--- src/rtl/traffic_intersection_ctrl.sv ---
// Timed two-road intersection controller with all-red clearance, a latched
// pedestrian walk phase and a flashing-yellow maintenance mode.
module traffic_intersection_ctrl #(
    parameter int unsigned CNT_W      = 8,
    parameter int unsigned GREEN_CYC  = 20,
    parameter int unsigned YELLOW_CYC = 4,
    parameter int unsigned ALLRED_CYC = 2,
    parameter int unsigned PED_CYC    = 10,
    parameter int unsigned FLASH_HALF = 8
) (
    input  logic       clk,
    input  logic       reset_n,
    input  logic       enable,
    input  logic       flash_mode,
    input  logic       ped_req,
    output logic       ns_red,
    output logic       ns_yellow,
    output logic       ns_green,
    output logic       ew_red,
    output logic       ew_yellow,
    output logic       ew_green,
    output logic       ped_walk,
    output logic       ped_pending,
    output logic [2:0] phase
);

    typedef enum logic [2:0] {
        NS_GREEN  = 3'd0,
        NS_YELLOW = 3'd1,
        ALLRED_A  = 3'd2,
        EW_GREEN  = 3'd3,
        EW_YELLOW = 3'd4,
        ALLRED_B  = 3'd5,
        PED_WALK  = 3'd6,
        FLASH     = 3'd7
    } state_t;

    // Timer reload values: each timed state runs for exactly its duration.
    localparam logic [CNT_W-1:0] GREEN_LD  = CNT_W'(GREEN_CYC - 1);
    localparam logic [CNT_W-1:0] YELLOW_LD = CNT_W'(YELLOW_CYC - 1);
    localparam logic [CNT_W-1:0] ALLRED_LD = CNT_W'(ALLRED_CYC - 1);
    localparam logic [CNT_W-1:0] PED_LD    = CNT_W'(PED_CYC - 1);
    localparam logic [CNT_W-1:0] FLASH_LD  = CNT_W'(FLASH_HALF - 1);
    localparam logic [CNT_W-1:0] CNT_ONE   = CNT_W'(1);

    state_t           state;
    state_t           next_timed;
    logic [CNT_W-1:0] timer;
    logic [CNT_W-1:0] blink_cnt;
    logic             blink;
    logic             timer_done;
    logic             enter_ped;

    // Duration reload for the state being entered.
    function automatic logic [CNT_W-1:0] load_for(input state_t s);
        logic [CNT_W-1:0] ld;
        ld = ALLRED_LD;
        case (s)
            NS_GREEN:  ld = GREEN_LD;
            NS_YELLOW: ld = YELLOW_LD;
            ALLRED_A:  ld = ALLRED_LD;
            EW_GREEN:  ld = GREEN_LD;
            EW_YELLOW: ld = YELLOW_LD;
            ALLRED_B:  ld = ALLRED_LD;
            PED_WALK:  ld = PED_LD;
            FLASH:     ld = ALLRED_LD;
            default:   ld = ALLRED_LD;
        endcase
        return ld;
    endfunction

    // Successor of each timed state on timer expiry.
    always_comb begin
        next_timed = ALLRED_B;
        case (state)
            NS_GREEN:  next_timed = NS_YELLOW;
            NS_YELLOW: next_timed = ALLRED_A;
            ALLRED_A:  next_timed = EW_GREEN;
            EW_GREEN:  next_timed = EW_YELLOW;
            EW_YELLOW: next_timed = ALLRED_B;
            ALLRED_B:  next_timed = ped_pending ? PED_WALK : NS_GREEN;
            PED_WALK:  next_timed = NS_GREEN;
            FLASH:     next_timed = ALLRED_B;
            default:   next_timed = ALLRED_B;
        endcase
    end

    assign timer_done = (timer == '0);

    // Walk is entered only from a natural ALLRED_B expiry; flash takes priority.
    assign enter_ped = enable && !flash_mode && (state == ALLRED_B) &&
                       timer_done && ped_pending;

    // Phase sequencer, phase timer, blink generator and pedestrian latch.
    always_ff @(posedge clk or negedge reset_n) begin
        if (!reset_n) begin
            state       <= ALLRED_B;
            timer       <= ALLRED_LD;
            blink_cnt   <= '0;
            blink       <= 1'b0;
            ped_pending <= 1'b0;
        end else begin
            // The latch runs on every clock; requests during walk are dropped.
            if (enter_ped) begin
                ped_pending <= 1'b0;
            end else if (ped_req && (state != PED_WALK)) begin
                ped_pending <= 1'b1;
            end

            if (enable) begin
                if (state == FLASH) begin
                    if (!flash_mode) begin
                        state <= ALLRED_B;
                        timer <= ALLRED_LD;
                        blink <= 1'b0;
                    end else if (blink_cnt == '0) begin
                        blink     <= ~blink;
                        blink_cnt <= FLASH_LD;
                    end else begin
                        blink_cnt <= blink_cnt - CNT_ONE;
                    end
                end else if (flash_mode) begin
                    state     <= FLASH;
                    blink     <= 1'b1;
                    blink_cnt <= FLASH_LD;
                end else if (timer_done) begin
                    state <= next_timed;
                    timer <= load_for(next_timed);
                end else begin
                    timer <= timer - CNT_ONE;
                end
            end
        end
    end

    // Signal head decode from the registered state; no added latency.
    always_comb begin
        ns_red    = 1'b0;
        ns_yellow = 1'b0;
        ns_green  = 1'b0;
        ew_red    = 1'b0;
        ew_yellow = 1'b0;
        ew_green  = 1'b0;
        ped_walk  = 1'b0;
        case (state)
            NS_GREEN: begin
                ns_green = 1'b1;
                ew_red   = 1'b1;
            end
            NS_YELLOW: begin
                ns_yellow = 1'b1;
                ew_red    = 1'b1;
            end
            EW_GREEN: begin
                ew_green = 1'b1;
                ns_red   = 1'b1;
            end
            EW_YELLOW: begin
                ew_yellow = 1'b1;
                ns_red    = 1'b1;
            end
            ALLRED_A, ALLRED_B: begin
                ns_red = 1'b1;
                ew_red = 1'b1;
            end
            PED_WALK: begin
                ns_red   = 1'b1;
                ew_red   = 1'b1;
                ped_walk = 1'b1;
            end
            FLASH: begin
                ns_yellow = blink;
                ew_yellow = blink;
            end
            default: begin
                ns_red = 1'b1;
                ew_red = 1'b1;
            end
        endcase
    end

    assign phase = 3'(state);

endmodule

--- config.mk ---
export PLATFORM = sky130hd
export DESIGN_NAME = traffic_intersection_ctrl
export DESIGN_NICKNAME = d
export VERILOG_FILES = /design/src/rtl/traffic_intersection_ctrl.sv
export SDC_FILE = /design/constraint.sdc
export NUM_CORES = 1
export LEC_CHECK = 0
export ABC_AREA = 1
export CAP_MARGIN = 20
export CORE_ASPECT_RATIO = 2
export CORE_MARGIN = 2
export CORE_UTILIZATION = 28
export CTS_CLUSTER_DIAMETER = 40
export DETAILED_ROUTE_END_ITERATION = 7
export DONT_BUFFER_PORTS = 1
export SLEW_MARGIN = 40
export SYNTH_ARGS = -nofsm -noshare
export SYNTH_HDL_FRONTEND = slang
export SYNTH_SLANG_ARGS = --single-unit
--- constraint.sdc ---
create_clock -name clk -period 2.31 [get_ports clk]
set_clock_uncertainty 0.1 [all_clocks]
set_input_delay 0.231 -clock clk [delete_from_list [all_inputs] [get_ports clk]]
set_output_delay 0.231 -clock clk [all_outputs]
set_load 0.05 [all_outputs]
==> metrics.csv <==
stage,metric,value,unit
cts,cts_buffers,3,
yosys,syn_area_per_cell,6.831,um2
placed_design,dp_cells,259,
floorplanning,fp.coreArea,4598,um2
cells_and_area,drive_gt1_share,11.90,%
worst_hold_path,worstHoldStart,enable,
grt,grt_pass1_vias,1251,
routing,drt-initial-drc-count,19,
yosys,syn_area,1339,um2
timing,finalSetupViolCount,0,
setup_path,reg2reg_slack,0.55,ns
setup_path,crit_path_end,ns_yellow,
routing,avgRoutedWirePerCell,11.25,um
grt,grt.total_usage,12.71,%
power_and_ir_drop,power.share.switching,53.09,%
timing,hold_viol,0,
floorplanning,dieArea,5384,um2
yosys,synth_area_leaders,"dfrtp_1 (34%), nand2_1 (17%), nor2_1 (8.1%)",
floorplanning,die_y,101.8,um
setup_path,cp_data_arrival_time,1.70,ns
cts,htreeDepth,1,
grt,grt_pass1_wl,5.333,mm
setup_path,end_kind,primary output,
routing,vias_per_cell,4.600,
timing,fin_crit,2.027,ns
setup_path,start_kind,flip-flop,
grt,grt_max_degree,22,
setup_path,reg2reg_depth,8,
power_and_ir_drop,ir_worst_vdd,0.8058,mV
placed_design,routabilityCongestion,0.8622,
cts,cts_sinks,21,
cts,cts_hold_buf,1,
setup_path,timing.rr.end,timer[0],
cells_and_area,finalNonFillerCells,265,
power_and_ir_drop,power_frac_comb,53.7,%
yosys,synth_cell_type_count,25,
timing,slew_violations,0,
power_and_ir_drop,power_frac_seq,34.3,%
setup_path,crit_path_start,phase[0],
cts,worstSkewPairLatency,0.26,ns
placed_design,dp_hpwl,2.401,mm
cells_and_area,diodes,0,
cts,cts_max_path_buffers,2,
setup_path,path_class,flip-flop to primary output,
cts,clkTransAtPathRegs,0.07,ns
worst_hold_path,hp-class,primary input to flip-flop,
floorplanning,initial_core_util,29.12,%
timing,setup_tns,0,ns
grt,gr-total-overflow,0,
yosys,yosysWarnings,0,
setup_path,worst-path-max-fanout,8,
yosys,syn_nets,204,
timing,fin_crit_sh,87.74,%
status,outcome,"finished, final reports clean",
cells_and_area,nNetsFinal,219,
yosys,yosysSeqAreaShare,39.53,%
floorplanning,placementRows,35,
floorplanning,fp.dieW,52.90,um
power_and_ir_drop,p_clk_share,11.9,%
routing,wl,2.980,mm
yosys,yosysTopAreaCell,dfrtp_1,
placed_design,numPortBuffers,0,
cells_and_area,areaGrowthSynthToFinish,14.30,%
power_and_ir_drop,powerDensity,1329,nW/um2
setup_path,r2r_start,timer[0],
cts,root_buffer,clkbuf_8,
power_and_ir_drop,p_switching,1080,uW
yosys,netlist_instances,196,
yosys,synth_top_area_share,33.64,%
yosys,ys_ff_latch,21,
power_and_ir_drop,p_int,954.3,uW
timing,fmax,0.4934,GHz
routing,drc,0,
setup_path,required,1.98,ns
timing,tightest_slew,0.4924,ns
timing,slew_headroom,67.18,%
routing,drtPass1Iterations,4,
routing,vias,1219,
floorplanning,ioPinCount,16,
cts,cts_setup_buffers,0,
timing,rsz0062_at_grt,false,
job,drv_cap,0,
cts,cts_tree,done,
cts,cts_repair_resize_count,0,
routing,antenna_left,0,
grt,antenna_found_initial,0,
power_and_ir_drop,p_leak,0.0007825,uW
[cells in the mapped netlist]
| cell type | instances |
|---|---|
| dfstp_2 | 3 |
| nand3_2 | 1 |
| ha_1 | 3 |
| o21ai_1 | 3 |
| nor3_1 | 3 |
| nand4_1 | 2 |
| xor2_1 | 1 |
| nand2_2 | 1 |
| inv_1 | 26 |
| buf_2 | 1 |
| nor2_1 | 29 |
| nor2_4 | 1 |
| o211ai_1 | 1 |
| dfrtp_1 | 18 |
| o21ai_0 | 5 |
| nand3_4 | 1 |
| a21oi_1 | 4 |
| a31oi_1 | 2 |
| xnor2_1 | 3 |
| o22ai_1 | 2 |
| nand3_1 | 20 |
| o21ai_2 | 1 |
| nand2_1 | 61 |
| inv_2 | 1 |
| nor2_2 | 3 |
[layer usage]
layer / up-vias / share of wire (%) / global-route usage [%]
li1: 647 / - / -
met1: 556 / 38 / 13.73
met2: 11 / 59 / 24.71
met3: 5 / 2.0 / 1.180
met4: 0 / 1.5 / 3.748
met5: - / 0 / 0
[through the flow]
step           hold slack, ns  utilization [%]  instance area [um2]  worst slack (ns)  total power, uW
6_report              0.02326            33.28                 1530            0.2833             2034
3_3_place_gp          -0.1642            31.97                 1470            0.5781             1791
4_1_cts               0.01919            33.17                 1525            0.2853             2052
2_1_floorplan         -0.1646                -                 1339            0.1381             1524
3_5_place_dp          -0.1642            31.97                 1470            0.5396             1796
5_1_grt               0.03051            33.28                 1530            0.1583             2207
[power groups by stage]
stage,Combinational (uW),Sequential [uW],Clock [uW]
6_report,1090,699,242
5_1_grt,1230,719,260
4_1_cts,1100,699,250
3_5_place_dp,1090,705,0
3_3_place_gp,1090,706,0
2_1_floorplan,829,696,0
[cells in the final DEF (no fill, tap or decap), types with 2 or more instances in the layout]
cell	instances
nor2_1	29
a21oi_1	4
nand4_1	2
ha_1	3
a31oi_1	2
nor2_2	3
inv_1	26
o22ai_1	2
o21ai_1	3
o21ai_0	5
nor3_1	3
nand3_1	20
clkbuf_8	3
nand2_1	61
dfrtp_1	18
buf_4	9
xnor2_1	3
dfstp_2	3
[cell families (layout without fill, tap and decap cells)]
logic type,Yosys count,after routing,synth area share (%)
AO/OA/AOI/OAI,18,18,7.570
XOR/XNOR,4,4,2.617
adder cells (fa/ha/maj),3,3,2.804
buffers and inverters,28,42,7.943
flip-flops,21,21,39.53
AND/OR/NAND/NOR,122,122,39.53
[sequential cells by signal (all words and copies together) (netlist names)]
signal / cells
blink_cnt: 8
ped_pending: 1
timer: 8
blink: 1
phase: 3
[how the worst min path moves through the flow]
stage                         endpoint  slack [ns]  depth (start not counted)
after global placement    blink_cnt[3]       -0.16                          0
after global routing             blink        0.03                          2
after detailed placement  blink_cnt[3]       -0.16                          0
after floorplan                  blink       -0.16                          0
final                            blink        0.02                          2
after CTS                        blink        0.02                          2
[worst max-delay path, stage by stage, from the launching register on]
cell	delay, ns
dfstp_2	0.79
nand2_1	0.22
o22ai_1	0.21
buf_4	0.22
[area by class of cell]
| cell class | instances | area [um2] |
|---|---|---|
| multi-input combinational | 147 | 703.2 |
| inverter | 27 | 101.3 |
| fill | 498 | 3068 |
| sequential | 21 | 529.3 |
| timing repair buffer | 11 | 82.58 |
| tap | 55 | 68.82 |
| clock buffer | 4 | 45.04 |
(Power assumes the default switching activity.)
